### src/rtl/addr_slave.sv
// Register-file responder for the addressed write/read bus.
// Four-phase write (input_en/ack) and read (output_en/data_valid) handshakes, plus dirty and collision tracking.
module addr_slave #(
  parameter int                DATA_W    = 8,
  parameter int                ADDR_W    = 3,
  parameter int                NUM_REGS  = 8,
  parameter logic [DATA_W-1:0] RESET_VAL = '0
) (
  input  logic                clk_clk,
  input  logic                reset_reset_n,
  input  logic                slv_input_en,
  input  logic [ADDR_W-1:0]   slv_write_to,
  input  logic [DATA_W-1:0]   slv_data_in,
  output logic                slv_ack,
  input  logic                slv_output_en,
  input  logic [ADDR_W-1:0]   slv_read_from,
  output logic [DATA_W-1:0]   slv_data_out,
  output logic                slv_data_valid,
  output logic [NUM_REGS-1:0] slv_dirty,
  output logic [7:0]          slv_coll_cnt
);

  typedef enum logic [1:0] {IDLE, WR_HOLD, RD_HOLD} state_t;

  state_t                r_state;
  state_t                w_state_next;
  logic                  w_wr_en;
  logic                  w_rd_en;
  logic                  w_coll;

  logic [DATA_W-1:0]     r_regs [NUM_REGS];
  logic                  r_ack;
  logic                  r_valid;
  logic [DATA_W-1:0]     r_data_out;
  logic [NUM_REGS-1:0]   r_dirty;
  logic [7:0]            r_coll_cnt;

  // Requests are only accepted from IDLE; a write wins over a simultaneous read,
  // which simply stays pending on the bus until the write handshake finishes.
  always_comb begin
    w_state_next = r_state;
    w_wr_en      = 1'b0;
    w_rd_en      = 1'b0;
    w_coll       = 1'b0;
    case (r_state)
      IDLE: begin
        if (slv_input_en) begin
          w_wr_en      = 1'b1;
          w_coll       = slv_output_en;
          w_state_next = WR_HOLD;
        end else if (slv_output_en) begin
          w_rd_en      = 1'b1;
          w_state_next = RD_HOLD;
        end
      end
      WR_HOLD: if (!slv_input_en)  w_state_next = IDLE;
      RD_HOLD: if (!slv_output_en) w_state_next = IDLE;
      default: w_state_next = IDLE;
    endcase
  end

  always_ff @(posedge clk_clk or negedge reset_reset_n) begin
    if (!reset_reset_n) begin
      r_state    <= IDLE;
      r_ack      <= 1'b0;
      r_valid    <= 1'b0;
      r_data_out <= '0;
      r_dirty    <= '0;
      r_coll_cnt <= '0;
      for (int i = 0; i < NUM_REGS; i++) r_regs[i] <= RESET_VAL;
    end else begin
      r_state <= w_state_next;
      // Handshake outputs simply mirror which hold state we are entering.
      r_ack   <= (w_state_next == WR_HOLD);
      r_valid <= (w_state_next == RD_HOLD);
      if (w_wr_en) begin
        r_regs[slv_write_to]  <= slv_data_in;
        r_dirty[slv_write_to] <= 1'b1;
      end
      if (w_rd_en) begin
        r_data_out             <= r_regs[slv_read_from];
        r_dirty[slv_read_from] <= 1'b0;
      end
      if (w_coll && (r_coll_cnt != 8'hFF)) r_coll_cnt <= r_coll_cnt + 8'd1;
    end
  end

  assign slv_ack        = r_ack;
  assign slv_data_valid = r_valid;
  assign slv_data_out   = r_data_out;
  assign slv_dirty      = r_dirty;
  assign slv_coll_cnt   = r_coll_cnt;

endmodule

### config.mk
export PLATFORM = sky130hd
export DESIGN_NAME = addr_slave
export DESIGN_NICKNAME = d
export VERILOG_FILES = /design/src/rtl/addr_slave.sv
export SDC_FILE = /design/constraint.sdc
export NUM_CORES = 1
export LEC_CHECK = 0
export CAP_MARGIN = 20
export CELL_PAD_IN_SITES_DETAIL_PLACEMENT = 0
export CELL_PAD_IN_SITES_GLOBAL_PLACEMENT = 1
export CORE_ASPECT_RATIO = 0.5
export CORE_MARGIN = 10
export CORE_UTILIZATION = 42
export CTS_CLUSTER_DIAMETER = 40
export DETAILED_ROUTE_END_ITERATION = 12
export GPL_TIMING_DRIVEN = 1
export PLACE_DENSITY = 0.8
export RECOVER_POWER = 50
export REMOVE_ABC_BUFFERS = 1
export SLEW_MARGIN = 20
export SYNTH_ARGS = -nofsm -noshare
export SYNTH_HDL_FRONTEND = slang
export SYNTH_SLANG_ARGS = --single-unit
export TNS_END_PERCENT = 50
### constraint.sdc
create_clock -name clk_clk -period 1.52 [get_ports clk_clk]
set_input_delay 0.38 -clock clk_clk [delete_from_list [all_inputs] [get_ports clk_clk]]
set_output_delay 0.38 -clock clk_clk [all_outputs]
set_load 0.01 [all_outputs]
; Word level (Yosys, flattened, before mapping)
; Index checks and enable logic that the tools add are counted.
[op_classes]
muxes = 24
bitwise_logic = 5
eq_ne = 5
n_addsub = 1
n_reduce_logical = 5
n_lt_le_gt_ge = 7
[op_table]
columns = operator, n
row1 = $bwmux W64, 1
row2 = $mux W8, 5
row3 = $bmux W8 S3, 1
row4 = $demux W8 S3, 1
row5 = $mux W1, 9
row6 = $add A8 B1 Y8 const B, 1
row7 = $and A8 B8 Y8, 1
row8 = $ge A4 B4 Y1 const B, 2
row9 = $lt A3 B4 Y1 const B, 2
row10 = $mux W2, 4
row11 = $ne A8 B8 Y1 const B, 1
row12 = $not A3 Y4, 2
row13 = $not A8 Y8, 1
row14 = $or A8 B8 Y8, 1
row15 = $demux W1 S3, 2
row16 = $ge A3 B1 Y1 const B, 2
row17 = $pmux W2 S3, 1
row18 = $eq A2 B1 Y1 const B, 2
row19 = $eq A2 B2 Y1 const B, 2
row20 = $logic_and A1 B1 Y1, 4
row21 = $lt A4 B1 Y1 const B, 1
row22 = $logic_not A2 Y1, 1
[word_totals]
input_bits = 18
register_bits = 92
out_inout_bits = 26
elab_cells = 61

; Logic depth before layout (Yosys ltp)
[logic_depth]
depth_word = 8
depth_mapped = 6
depth_no_buf = 5

; Worst setup path after synthesis
; No wires, ideal clock.
[synth_timing]
kind = register to register
from = register r_coll_cnt[0] (netlist: slv_coll_cnt[0])
to = register r_coll_cnt[1] (netlist: slv_coll_cnt[1])
path_buffers = 0
arrival_ps = 1602
path_stages_with_launch = 5
synth_period_minus_slack_ps = 1727
required_time_ps = 1395
slack_ps = -207
setup_ps = 125
path_cell_list = dfrtp_1 > ha_1 > and4_1 > a211oi_2 > mux2_2
[synth_between]
elab_chain_len = 2
word_cells_on_any_way = 3
classes_between = 1 x add/sub / 1 x eq/ne / 1 x reduce/logical
[synth_rtl]
columns = element, line_no
row1 = start: declaration, 36  ; logic [7:0] r_coll_cnt;
row2 = start signal: assignment, 84  ; if (w_coll && (r_coll_cnt != 8'hFF)) r_coll_cnt <= r_coll_cnt + 8'd1;
row3 = branches (longest 2 deep; another with $add A8 B1 Y8), -
; Several ways; the timed one is not identified.
; A chain may end at the register's enable or synchronous reset.

; Final worst setup path
[layout_timing]
from = input port slv_write_to[2]
to = register r_regs[12] (netlist bit)
[layout_between]
elab_chain_len = 6
word_cells_on_any_way = 7
classes_between = 2 x order compare / 3 x mux / 1 x bitwise / 1 x reduce/logical
[layout_rtl]
columns = element, line_no
row1 = start: declaration, 12  ; input logic [ADDR_W-1:0] slv_write_to,
row2 = $not A3 Y4 (not written as such) *, 77  ; r_regs[slv_write_to] <= slv_data_in;
row3 = $ge A4 B4 Y1 (not written as such) / $lt A4 B1 Y1 (equally long branches), 77
row4 = $logic_and A1 B1 Y1 (not written as such), 77
row5 = $mux W8 (not written as such), 77
row6 = $demux W8 S3 *, 77
row7 = $bwmux W64 *, 77
row8 = end signal: indexed assignment, 77
row9 = end: declaration, 31  ; logic [DATA_W-1:0] r_regs [NUM_REGS];
; Every way passes the cells marked *; elsewhere a longest branch is shown, timed or not.

==> flow_summary.rst <==
.. list-table::
   :header-rows: 1

   * - Metric
     - Value
   * - Run status
     - finished, violations left
   * - Failing checks
     - setup timing
   * - Worst setup EP type
     - flop
   * - Worst flop-to-flop path startpoint
     - r_state[1]
   * - Transition time at the pin with the least slew margin
     - 874 ps
   * - Die height
     - 89.4 um
   * - Std-Cell Core Area
     - 9420 um2
   * - Sequential element share of the synthesized area
     - 56.9%
   * - Clock sinks
     - 92
   * - PD cells
     - 1350 nW/um2
   * - TritonCTS clock tree
     - built
   * - Worst r2r dst
     - r_regs[12]
   * - Share of cells above drive strength 1
     - 40.6%
   * - Cells along the critical path
     - clkdlybuf4s50_1 > buf_4 > and3_4 > buf_12 > mux2_2
   * - Slew Limit Headroom
     - 41.8%
   * - Maximum vdd ir drop
     - 0.000607 V
   * - Antenna violations before repair
     - 0
   * - Clock period minus final worst setup slack
     - 1630 ps
   * - GR Util All Layers
     - 14.5%
   * - Global-route wire length before repair
     - 16.0 mm
   * - Starting utilization of the core area
     - 43.0%
   * - Library cell used as clock root buffer
     - clkbuf_16
   * - Vias in the first global route
     - 2990
   * - Post-route antenna net violation count
     - 0
   * - Level count of the clock H-tree
     - 3
   * - Worst endpoint data arrival time
     - 1860 ps
   * - Number of instances in the synthesized netlist
     - 287
   * - Proportion of netlist area held by the largest area contributor
     - 56.9%
   * - Switching part of the total power
     - 27.8%
   * - Cell at the slowest stage of the critical path
     - clkdlybuf4s50_1
   * - Count of unique library cells instantiated by Yosys
     - 39
   * - Worst path depth
     - 5
   * - Worst setup path endpoint
     - r_regs[12]
   * - Worst Path Class, Setup
     - input pin to flop
   * - Final hold slack
     - 501 ps
   * - R2R cell count
     - 6
   * - Congestion Overflow GR
     - 0
   * - Required time worst endpoint
     - 1750 ps
   * - Critical Path Source Type
     - input pin
   * - Number of nets in the layout
     - 393
   * - Max incr delay on CP
     - 620 ps
   * - Post-synthesis to final-layout area growth
     - 32.0%
   * - Top cell family by delay on the critical path
     - buffers and inverters
   * - PnR worst setup slack
     - -112 ps
   * - Synthesis Warnings
     - 0
   * - Clock tree skew after final layout
     - 5.98 ps
   * - Max-cap viol count
     - 0
   * - Clock latency at the later pin of the worst-skew pair
     - 340 ps
   * - Antenna diode count
     - 0
   * - Port Buf Inserts
     - 43
   * - Placer's final routability congestion estimate
     - 0.817
   * - Power, Total
     - 7.18 mW
   * - Fmax
     - 0.613 GHz
   * - Netlist Area Pre-Place
     - 4050 um2
   * - Design internal power
     - 5.19 mW
   * - Setup repair after global routing missed its margin
     - true
   * - Combinational share of power
     - 22.9%
   * - Total Wirelength
     - 9.81 mm
   * - Number of register bits inferred by synthesis
     - 92
   * - Hold violation count in the final report
     - 0
   * - Number of setup violations in the final report
     - 53
   * - Total number of placement rows
     - 25
   * - Crit path max fanout
     - 9
   * - Hold Path Class
     - flop to flop
   * - Switching power
     - 1.99 mW
   * - Synth area leaders
     - dfrtp_1 57%, mux2_2 16%, mux2i_1 4.0%
   * - Drt wl/cell
     - 19.1 um
   * - Vias per inst
     - 5.36
   * - Number of buffers created by CTS
     - 9
   * - Drt first pass iters
     - 4
   * - I/O pin count
     - 44
   * - Number of buffer and inverter instances along the worst setup path
     - 3
   * - Setup Total Neg Slack
     - -2210 ps
   * - Portion of total power attributed to sequential cells
     - 47.9%
   * - Vias
     - 2753
   * - Clock Tree Buf Depth
     - 2
   * - Fraction of power consumed by the clock network
     - 29.1%
   * - Start point of the critical path
     - slv_write_to[2]
   * - Number of DRC markers in iteration 0
     - 164
   * - Detailed-route DRC error count
     - 0
   * - Layout fillers
     - 766
   * - Post-Synthesis Mean Instance Area
     - 14.1 um2
   * - Clock transition at the register clock pins on the worst setup and hold paths after CTS
     - 60 ps
   * - Worst setup slack for register-to-register paths
     - -80 ps
   * - HPWL Detailed
     - 6.56 mm
   * - Horizontal die dimension
     - 159 um
   * - Leading area contributor after synthesis
     - dfrtp_1
   * - Maximum number of pins on one net before global-route repair
     - 32
   * - Number of max-slew violations in the final report
     - 0
   * - Final worst-path cycle share
     - 107%
   * - Total die area
     - 14200 um2
   * - Cell leakage power
     - 2.44 nW
metal layers:
| layer | part of all wire [%] | up-vias | global-route usage (%) |
|---|---|---|---|
| li1 | - | 1243 | - |
| met1 | 43 | 1436 | 17.1 |
| met2 | 50 | 68 | 25.5 |
| met3 | 6.0 | 6 | 4.55 |
| met4 | 0.78 | 0 | 3.46 |
| met5 | 0 | - | 0 |
layout make-up:
class,instances,area (um2),share of cell area (%)
Clock buffer,11,243,4.55
Multi-Input combinational cell,176,1770,33.1
Tap cell,135,169,3.16
Sequential cell,92,2300,43.1
Timing Repair Buffer,86,787,14.7
Inverter,9,33.8,0.633
Clock inverter,5,36.3,0.679
sequential cells by signal (all words and copies together), names as in the netlist:
signal,cells
r_regs,64
slv_coll_cnt,8
slv_data_out,8
slv_dirty,8
r_state,2
slv_ack,1
slv_data_valid,1
cells in the final DEF, fill, tap and decap left out, types with 2 or more instances in the layout:
| cell | Yosys | layout |
|---|---|---|
| a21oi_1 | 10 | 10 |
| a221oi_1 | 7 | 3 |
| a221oi_2 | 0 | 4 |
| a22oi_1 | 8 | 8 |
| a2bb2oi_1 | 3 | 2 |
| a32oi_1 | 2 | 2 |
| and3_4 | 1 | 4 |
| buf_12 | 1 | 5 |
| buf_4 | 1 | 33 |
| buf_6 | 0 | 4 |
| clkbuf_16 | 0 | 9 |
| clkbuf_2 | 0 | 3 |
| clkdlybuf4s50_1 | 0 | 12 |
| clkinvlp_4 | 0 | 3 |
| dfrtp_1 | 92 | 91 |
| dlygate4sd2_1 | 0 | 27 |
| inv_1 | 9 | 9 |
| mux2_2 | 57 | 57 |
| mux2_4 | 8 | 8 |
| mux2i_1 | 16 | 16 |
| nand2_1 | 6 | 6 |
| nand2_4 | 0 | 5 |
| nand4_1 | 2 | 2 |
| nor2_1 | 7 | 5 |
| nor3_4 | 2 | 2 |
| o221ai_1 | 7 | 7 |
| o22a_1 | 8 | 8 |
| xnor2_1 | 4 | 4 |
| xor2_1 | 3 | 3 |
kinds of logic (layout without fill, tap and decap cells):
logic type,count (synthesis),count (layout),synth area share [%]
xor gates and xnor gates,7,7,1.52
AOI/OAI and AO/OA,48,48,9.31
buffers and inverters,20,111,2.51
adders and majority gates,1,1,0.309
DFF,92,92,56.9
muxes,82,82,23.4
and+or+nand+nor,37,38,6.09
worst min-delay path by stage:
stage	slack [ps]	to	cells after the start	start
3_5_place_dp	350	slv_coll_cnt[1]	1	reset_reset_n
6_report	500	slv_coll_cnt[7]	1	slv_coll_cnt[7]
5_1_grt	510	slv_coll_cnt[7]	1	slv_coll_cnt[7]
3_3_place_gp	340	slv_coll_cnt[0]	1	reset_reset_n
4_1_cts	500	slv_coll_cnt[7]	1	slv_coll_cnt[7]
2_1_floorplan	80	r_regs[0]	0	reset_reset_n
per-stage QoR:
| step | util (%) | instance area [um2] | cells | worst slack [ps] |
|---|---|---|---|---|
| 2_1_floorplan | - | 3980 | 276 | -207 |
| 3_3_place_gp | 52.0 | 4900 | 489 | -534 |
| 3_5_place_dp | 52.0 | 4900 | 489 | -579 |
| 4_1_cts | 56.1 | 5280 | 512 | -140 |
| 5_1_grt | 56.7 | 5340 | 514 | -125 |
| 6_report | 56.7 | 5340 | 514 | -112 |
synthesized netlist by cell type:
cell type	number
nand2_2	6
nor4_1	1
nor3b_1	1
nor2b_1	2
inv_1	9
nand2b_4	1
a211oi_2	1
nor3_4	2
mux4_2	1
nand2_1	6
dfrtp_1	92
a21oi_1	10
and4_1	1
o221ai_1	7
and2_1	1
and3_4	1
buf_4	1
a2111o_1	1
xnor2_1	4
nand4_1	2
nand3_1	1
clkbuf_1	4
mux2i_1	16
a32oi_1	2
o22ai_1	1
nor2_1	7
mux2_4	8
mux2_2	57
ha_1	1
nor3b_4	1
a22oi_1	8
o22a_1	8
buf_2	5
a2bb2oi_1	3
and3_1	2
a221oi_1	7
xor2_1	3
buf_12	1
nand2b_1	2
power groups by stage:
stage	Sequential, mW	Clock [mW]	Combinational [mW]
detailed placement	3.48	0	1.70
global route	3.52	2.26	1.81
finish	3.44	2.09	1.65
floorplan	3.47	0	0.822
global placement	3.44	0	1.64
CTS	3.44	2.14	1.67
repair_timing:
action | 4_1_cts | 5_1_grt
cloned | 1 | 0
setup endpoints to repair | 107 | 85
endpoints found under the hold margin | 28 | 0
gates resized for setup | 51 | 14
hold buffers | 1 | 0
setup buffers | 5 | 2
pin swaps | 9 | 6
Note: power is estimated with default switching activity, not from simulation.
